### config.mk
export PLATFORM = sky130hd
export DESIGN_NAME = dense_accumulator
export DESIGN_NICKNAME = d
export VERILOG_FILES = /design/src/rtl/dense_accumulator_pkg.sv /design/src/rtl/dense_sat_lane.sv /design/src/rtl/dense_accumulator.sv
export SDC_FILE = /design/constraint.sdc
export NUM_CORES = 1
export LEC_CHECK = 0
export CAP_MARGIN = 40
export CELL_PAD_IN_SITES_DETAIL_PLACEMENT = 1
export CELL_PAD_IN_SITES_GLOBAL_PLACEMENT = 1
export CORE_MARGIN = 4
export CORE_UTILIZATION = 48
export CTS_CLUSTER_SIZE = 10
export DETAILED_ROUTE_END_ITERATION = 8
export PLACE_DENSITY = 0.95
export SLEW_MARGIN = 20
export SYNTH_ARGS = -nofsm -noshare
export SYNTH_HDL_FRONTEND = slang
export SYNTH_HIERARCHICAL = 1
export SYNTH_SLANG_ARGS = --single-unit
### constraint.sdc
create_clock -name clock -period 6.9 [get_ports clock]
set_input_delay 1.38 -clock clock [delete_from_list [all_inputs] [get_ports clock]]
set_output_delay 1.38 -clock clock [all_outputs]
set_load 0.03 [all_outputs]
### src/rtl/dense_accumulator_pkg.sv
// Shared definitions for the dense accumulator: FSM state codes, default sizes and width helpers.
// Optional fused ReLU is selected by defining DENSE_RELU_EN (see dense_sat_lane).
package dense_accumulator_pkg;

  typedef enum logic [1:0] {
    DACC_IDLE  = 2'd0,
    DACC_ACCUM = 2'd1,
    DACC_DONE  = 2'd2
  } dacc_state_e;

  localparam int DENSE_BIT_DATA = 8;
  localparam int DENSE_KSIZE    = 4;
  localparam int DENSE_N_IN     = 64;

  // Accumulator wide enough that N_IN full-scale products can never overflow.
  function automatic int acc_width(input int bit_data, input int n_in);
    return 2 * bit_data + $clog2(n_in) + 1;
  endfunction

  function automatic int cnt_width(input int n_in);
    return (n_in > 1) ? $clog2(n_in) : 1;
  endfunction

endpackage

### src/rtl/dense_sat_lane.sv
// One output lane: arithmetic right shift, saturation to BIT_OUT signed range, and
// (with DENSE_RELU_EN defined) clamping of negative results to zero.
module dense_sat_lane
  import dense_accumulator_pkg::*;
#(
  parameter int BIT_IN  = 19,
  parameter int BIT_OUT = 8,
  parameter int SHIFT   = 0
) (
  input  logic signed [BIT_IN-1:0]  acc,
  output logic signed [BIT_OUT-1:0] sat
);

  localparam logic signed [BIT_IN-1:0] MAX_V =
    {{(BIT_IN-BIT_OUT+1){1'b0}}, {(BIT_OUT-1){1'b1}}};
  localparam logic signed [BIT_IN-1:0] MIN_V =
    {{(BIT_IN-BIT_OUT+1){1'b1}}, {(BIT_OUT-1){1'b0}}};

  logic signed [BIT_IN-1:0]  shifted_s;
  logic signed [BIT_OUT-1:0] clip_s;

  // >>> on a signed operand rounds toward minus infinity.
  assign shifted_s = acc >>> SHIFT;

  // Saturate the rescaled sum into the output range.
  always_comb begin
    clip_s = shifted_s[BIT_OUT-1:0];
    if (shifted_s > MAX_V) begin
      clip_s = MAX_V[BIT_OUT-1:0];
    end else if (shifted_s < MIN_V) begin
      clip_s = MIN_V[BIT_OUT-1:0];
    end else begin
      clip_s = shifted_s[BIT_OUT-1:0];
    end
  end

  // Optional fused ReLU on the saturated value.
  always_comb begin
    sat = clip_s;
`ifdef DENSE_RELU_EN
    if (clip_s[BIT_OUT-1]) begin
      sat = {BIT_OUT{1'b0}};
    end else begin
      sat = clip_s;
    end
`else
    sat = clip_s;
`endif
  end

endmodule

### src/rtl/dense_accumulator.sv
// Sums KSIZE signed product lanes over N_IN beats, then rescales/saturates each lane and
// presents the frame result on a valid/ready output. Fused ReLU when DENSE_RELU_EN is defined.
module dense_accumulator
  import dense_accumulator_pkg::*;
#(
  parameter int BIT_DATA = DENSE_BIT_DATA,
  parameter int KSIZE    = DENSE_KSIZE,
  parameter int N_IN     = DENSE_N_IN,
  parameter int SHIFT    = 0
) (
  input  logic                        clock,
  input  logic                        reset,
  input  logic                        start,
  input  logic                        prod_valid,
  output logic                        prod_ready,
  input  logic [KSIZE*2*BIT_DATA-1:0] prod_data,
  output logic                        out_valid,
  input  logic                        out_ready,
  output logic [KSIZE*BIT_DATA-1:0]   out_data,
  output logic                        busy
);

  localparam int BIT_PROD = 2 * BIT_DATA;
  localparam int BIT_ACC  = acc_width(BIT_DATA, N_IN);
  localparam int CNT_W    = cnt_width(N_IN);
  localparam logic [CNT_W-1:0] CNT_LAST = CNT_W'(N_IN - 1);

  dacc_state_e state_r, state_nxt_s;
  logic [CNT_W-1:0]          cnt_r;
  logic signed [BIT_ACC-1:0] acc_r [KSIZE];
  logic signed [BIT_ACC-1:0] sum_s [KSIZE];
  logic [KSIZE*BIT_DATA-1:0] sat_s;
  logic [KSIZE*BIT_DATA-1:0] out_data_r;
  logic out_valid_r, prod_ready_r, busy_r;
  logic beat_s, last_s, handshake_s, restart_s;

  assign beat_s      = prod_valid & prod_ready_r;
  assign last_s      = beat_s & (cnt_r == CNT_LAST);
  assign handshake_s = out_valid_r & out_ready;

  assign prod_ready = prod_ready_r;
  assign out_valid  = out_valid_r;
  assign out_data   = out_data_r;
  assign busy       = busy_r;

  // Per lane: running sum including the current beat, then rescale/saturate.
  for (genvar k = 0; k < KSIZE; k++) begin : g_lane
    logic signed [BIT_PROD-1:0] lane_s;
    assign lane_s   = prod_data[BIT_PROD*k +: BIT_PROD];
    assign sum_s[k] = acc_r[k] + {{(BIT_ACC-BIT_PROD){lane_s[BIT_PROD-1]}}, lane_s};

    dense_sat_lane #(
      .BIT_IN  (BIT_ACC),
      .BIT_OUT (BIT_DATA),
      .SHIFT   (SHIFT)
    ) u_sat (
      .acc (sum_s[k]),
      .sat (sat_s[BIT_DATA*k +: BIT_DATA])
    );
  end

  // Next-state decode; restart_s marks a frame start that clears acc/cnt.
  always_comb begin
    state_nxt_s = state_r;
    restart_s   = 1'b0;
    case (state_r)
      DACC_IDLE: begin
        if (start) begin
          state_nxt_s = DACC_ACCUM;
          restart_s   = 1'b1;
        end else begin
          state_nxt_s = DACC_IDLE;
        end
      end
      DACC_ACCUM: begin
        if (last_s) begin
          state_nxt_s = DACC_DONE;
        end else begin
          state_nxt_s = DACC_ACCUM;
        end
      end
      DACC_DONE: begin
        if (handshake_s && start) begin
          state_nxt_s = DACC_ACCUM;
          restart_s   = 1'b1;
        end else if (handshake_s) begin
          state_nxt_s = DACC_IDLE;
        end else begin
          state_nxt_s = DACC_DONE;
        end
      end
      default: begin
        state_nxt_s = DACC_IDLE;
      end
    endcase
  end

  // State, beat counter and registered status/output flags.
  always_ff @(posedge clock or posedge reset) begin
    if (reset) begin
      state_r      <= DACC_IDLE;
      cnt_r        <= {CNT_W{1'b0}};
      prod_ready_r <= 1'b0;
      busy_r       <= 1'b0;
      out_valid_r  <= 1'b0;
      out_data_r   <= {(KSIZE*BIT_DATA){1'b0}};
    end else begin
      state_r      <= state_nxt_s;
      prod_ready_r <= (state_nxt_s == DACC_ACCUM);
      busy_r       <= (state_nxt_s != DACC_IDLE);
      if (restart_s || last_s) begin
        cnt_r <= {CNT_W{1'b0}};
      end else if (beat_s) begin
        cnt_r <= cnt_r + {{(CNT_W-1){1'b0}}, 1'b1};
      end else begin
        cnt_r <= cnt_r;
      end
      // Result captured on the final beat so out_valid rises one cycle after it.
      if (last_s) begin
        out_data_r  <= sat_s;
        out_valid_r <= 1'b1;
      end else if (handshake_s) begin
        out_data_r  <= out_data_r;
        out_valid_r <= 1'b0;
      end else begin
        out_data_r  <= out_data_r;
        out_valid_r <= out_valid_r;
      end
    end
  end

  // Lane accumulators: cleared on frame start, updated on every accepted beat.
  always_ff @(posedge clock or posedge reset) begin
    if (reset) begin
      for (int k = 0; k < KSIZE; k++) begin
        acc_r[k] <= {BIT_ACC{1'b0}};
      end
    end else begin
      for (int k = 0; k < KSIZE; k++) begin
        if (restart_s) begin
          acc_r[k] <= {BIT_ACC{1'b0}};
        end else if (beat_s) begin
          acc_r[k] <= sum_s[k];
        end else begin
          acc_r[k] <= acc_r[k];
        end
      end
    end
  end

endmodule

# [After elaboration in Yosys (flattened, before gate mapping)]
# Index checks and enable logic that the tools add are counted.
[word_totals] output_inout_bits=35 in_bits=69 reg_bits=135
[op_classes] n_mux=28 bitwise_logic=3 magnitude_cmp=8 reduce_logical=7 n_eq_ne=4 add_sub_neg=5
[ops] op="2-to-1 mux 23 bit" n=8
[ops] op="adder 23 bit" n=4
[ops] op="greater-than comparator 23 x 8 -> 1 bit, second input constant" n=4
[ops] op="less-than comparator 23 x 8 -> 1 bit, second input constant" n=4
[ops] op="2-to-1 mux 8 bit" n=8
[ops] op="2-to-1 mux 6 bit" n=2
[ops] op="nonzero test 2 bit" n=4
[ops] op="adder 6 x 1 -> 6 bit, second input constant" n=1
[ops] op="equality test 6 bit, second input constant" n=1
[ops] op="2-to-1 mux 2 bit" n=3
[ops] op="case mux 2 bit (3 select lines)" n=1
[ops] op="2-to-1 mux 1 bit" n=5
[ops] op="equality test 2 x 1 -> 1 bit, second input constant" n=2
[ops] op="AND 1 bit" n=3
[ops] op="equality test 2 bit, second input constant" n=1
[ops] op="zero test 2 bit" n=1
[ops] op="case mux 1 bit (2 select lines)" n=1
[ops] op="logical AND 1 bit" n=1
[ops] op="logical OR 1 bit" n=1

# [Depth between registers and ports, before layout]
[depth] depth_word=6 ltp_mapped=16 ltp_nobuf=16

# [By module]
# The synthesis kept the hierarchy.
[modules_own_cells] mod="dense_accumulator" n_inst=1 cells_per_inst=1124 area_each_um2=9500.4
[modules_own_cells] mod="dense_sat_lane" n_inst=4 cells_per_inst=18 area_each_um2=161.4

# [Worst setup path after synthesis]
# Ideal clock, no wire load.
[synth_timing] kind="in2reg" from="input prod_data[48]" to="register out_data_r[24] (netlist: out_data[24])" setup_slack_ns=2.536 arrival_time_ns=4.299 path_buffers=0 path_stages=15 cell_sequence="ha_1 > inv_1 > fa_1 > nand2b_1 > a211oi_2 > o31a_1 > nor2_1 > o31a_1 > o41ai_2 > xor2_1 > nand4_4 > o41ai_4 > a21o_1 > nand2_1 > nand2_1"
[synth_lines] element="start, declared" line="dense_accumulator.sv:16" rtl="input logic [KSIZE*2*BIT_DATA-1:0] prod_data,"
[synth_lines] element="end signal, assigned" line="dense_accumulator.sv:106" rtl="out_data_r <= {(KSIZE*BIT_DATA){1'b0}};"
[synth_lines] element="end signal, assigned" line="dense_accumulator.sv:120" rtl="out_data_r <= sat_s;"
[synth_lines] element="end signal, assigned" line="dense_accumulator.sv:123" rtl="out_data_r <= out_data_r;"
[synth_lines] element="end, declared" line="dense_accumulator.sv:33" rtl="logic [KSIZE*BIT_DATA-1:0] out_data_r;"

==> results.yml <==
floorplanning:
  die_height_um: 153
  num_io_pins: 104
  core_region_area_mm2: 0.0205
  fp.dieArea_mm2: 0.0235
  die_w_um: 153
  start_util_pct: 49.5
  num_rows: 52
detailed_routing:
  vias: 9975
  wire_per_inst_um: 23.4
  via_per_inst: 6.36
  wirelength_mm: 36.7
  drtIter0Drc: 755
  drc: 0
  drtPass1Iterations: 5
  postRouteAntennaNets: 0
grt:
  met1_usage_pct: 36.2
  grt_max_degree: 88
  grt_overflow: 0
  busiest_layer: "met2"
  track_usage_pct: 31.3
  grtUsageMet2_pct: 55.3
  use_met3_pct: 6.50
  grt_pass1_wl_mm: 59.6
  antenna_found_initial: 1
  grt_pass1_vias: 11000
synth:
  ys_seq_area_share_pct: 33.3
  syn_inst: 1196
  synthFlopType: "dfrtp_1"
  ys_warn_count: 6
  syn_nets: 1358
  synth_edf_count: 0
  synth_area_per_cell_um2: 8.48
  synth.distinct_cells: 66
  synth_seq_cells: 135
  syn_area_mm2: 0.0101
  synthArstFlopShare_pct: 100
cts:
  postCtsSetupBuffers: 0
  cts_tree: "built"
  cts.clk_slew.worst_paths_ns: 0.07
  cts_buffer_depth: 2
  clk_latency_ns: 0.46
  root_buffer: "clkbuf_16"
  ctsHoldBuffers: 0
  cts_sinks: 135
  cts_resized: 0
  cts_buffers: 17
  htree_levels: 4
outcome:
  status: "completed"
place:
  post-dp-hpwl_mm: 24.9
  gp_congestion: 0.915
  io_buffers: 103
critical_path:
  cp-end-kind: "flop"
  critical_path_peak_fanout: 12
  r2r_cells: 13
  start_kind: "primary input"
  worstPathArrival_ns: 5.63
  critPathKind: "in -> reg"
  crit_required_ns: 7.24
worst_hold_path:
  hold_path.class: "reg -> reg"
  hold_depth: 2
final_layout:
  final_cell_mix: "nand2_1 (240), dfrtp_1 (135), a21oi_1 (122)"
  antennaDiodeCount: 0
  syn2layout_area_growth_pct: 19.2
  final_layout_size_suffix_gt1_share_pct: 6.00
  fin_nets: 1448
  fill_cells: 2411
  final_common_cell: "nand2_1"
sta:
  tns_ns: 0
  skew_ns: 0.0160
  tightest_slew_ns: 0.856
  grt_setup_unrepaired: "no"
  period_minus_slack_ns: 5.29
  maxSlewViolCount: 0
  setup_viol: 0
  max_slew_margin_pct: 42.2
  max_freq_mhz: 189
  timing.final.crit_share_pct: 76.7
  hold_violations: 0
  whs_ns: 0.493
pwr:
  power.internal_w: 0.00325
  power.leakage_nw: 5.62
  switchingPower_w: 0.00337
  switching_share_pct: 50.9
  powerDensity_mw_per_mm2: 547
  pwr-share-comb_pct: 65.2
  irDropWorstVdd_mv: 0.235
  power_frac_seq_pct: 20.2
  pwr-share-clk_pct: 14.5
  p_total_w: 0.00661
flow_run:
  cap_violations: 0
metal layers:
metal | part of all wire (%) | vias up
met5 | 0.030 | -
li1 | - | 4484
met2 | 51 | 380
met3 | 5.3 | 129
met4 | 4.3 | 2
met1 | 40 | 4980
cells by family (layout without fill, tap and decap cells):
kind of cell,after synthesis,in the layout,share of synthesized area [%]
and+or+nand+nor,428,428,19.5
AOI/OAI and AO/OA,370,370,25.0
DFF,135,135,33.3
adders and majority gates,93,93,11.8
buffers and inverters,86,189,3.19
xor gates and xnor gates,82,82,7.08
muxes,2,2,0.197
power groups by stage:
stage | Combinational (W) | Clock [W] | Sequential, W
detailed placement | 0.00408 | 0 | 0.00133
CTS | 0.00422 | 0.000967 | 0.00133
floorplan | 0.00307 | 0 | 0.00129
finish | 0.00431 | 0.000962 | 0.00134
global placement | 0.00381 | 0 | 0.00131
global route | 0.00466 | 0.00100 | 0.00137
synth_stat cells (3+ instances only):
| cell type | number | area share (%) |
|---|---|---|
| a211oi_1 | 8 | 0.59 |
| a21boi_0 | 5 | 0.37 |
| a21o_1 | 59 | 4.4 |
| a21oi_1 | 122 | 6.0 |
| a22o_1 | 31 | 2.7 |
| a31o_2 | 4 | 0.35 |
| a31oi_1 | 11 | 0.68 |
| a41oi_1 | 7 | 0.60 |
| and2_1 | 7 | 0.43 |
| and3_1 | 8 | 0.49 |
| buf_1 | 3 | 0.11 |
| clkbuf_1 | 40 | 1.5 |
| dfrtp_1 | 135 | 33 |
| fa_1 | 4 | 0.79 |
| ha_1 | 89 | 11 |
| inv_1 | 42 | 1.6 |
| nand2_1 | 241 | 8.9 |
| nand2b_1 | 8 | 0.49 |
| nand3_1 | 21 | 1.0 |
| nand4_1 | 14 | 0.86 |
| nand4_2 | 4 | 0.49 |
| nand4_4 | 4 | 0.84 |
| nor2_1 | 64 | 2.4 |
| nor2b_1 | 8 | 0.49 |
| nor3_1 | 18 | 0.89 |
| nor3b_1 | 3 | 0.22 |
| nor4_1 | 15 | 0.92 |
| o211ai_1 | 4 | 0.30 |
| o21a_1 | 15 | 1.1 |
| o21ai_0 | 46 | 2.3 |
| o21ai_1 | 4 | 0.20 |
| o21bai_1 | 11 | 0.81 |
| o22ai_1 | 6 | 0.37 |
| o31ai_1 | 8 | 0.59 |
| o41ai_4 | 4 | 1.1 |
| or3_1 | 4 | 0.25 |
| xnor2_1 | 54 | 4.7 |
| xor2_1 | 28 | 2.4 |
final cells by class:
class	instances	area (um^2)	share of cell area (%)
Timing Repair Buffer	115	1160	9.63
Clock buffer	17	425	3.52
Tap cell	270	338	2.79
Clock inverter	15	160	1.32
Inverter	42	163	1.35
Sequential cell	135	3380	27.9
Multi-Input combinational cell	975	6460	53.4
critical path, stage by stage:
cell	delay [ns]
clkdlybuf4s50_1	0.79
ha_1	0.39
a21o_1	0.24
a21o_1	0.19
a2111oi_0	0.55
o31ai_1	0.21
nor4_2	0.40
xor2_1	0.16
xnor2_1	0.55
a41oi_1	0.32
a21o_1	0.30
nand2_1	0.07
nand2_1	0.07
through the flow:
stage	cell area, um^2	std cells	worst slack [ns]	util, %
finish	12100	1569	1.61	59.0
global route	12100	1569	1.47	59.0
CTS	12000	1566	1.77	58.8
detailed placement	11500	1534	1.44	55.9
global placement	11400	1533	1.58	55.8
floorplan	10100	1196	1.91	-
worst paths after layout:
path                       slack (ns)            to     startpoint
max in group asynchronous        4.30    state_r[0]          reset
hold reg to reg                  0.49   out_data[2]    out_data[2]
hold / removal                   0.49   out_data[2]    out_data[2]
setup reg to reg                 2.74  out_data[19]      acc_r[31]
min in group asynchronous        1.20  out_data[28]          reset
setup / recovery                 1.61   out_data[3]  prod_data[15]
flip-flops by register name, indices dropped and copies added, names as in the netlist:
name / count
out_data: 32
out_valid: 1
acc_r: 92
cnt_r: 6
busy: 1
state_r: 2
prod_ready: 1
No activity file was read; power rests on OpenSTA's default activity.
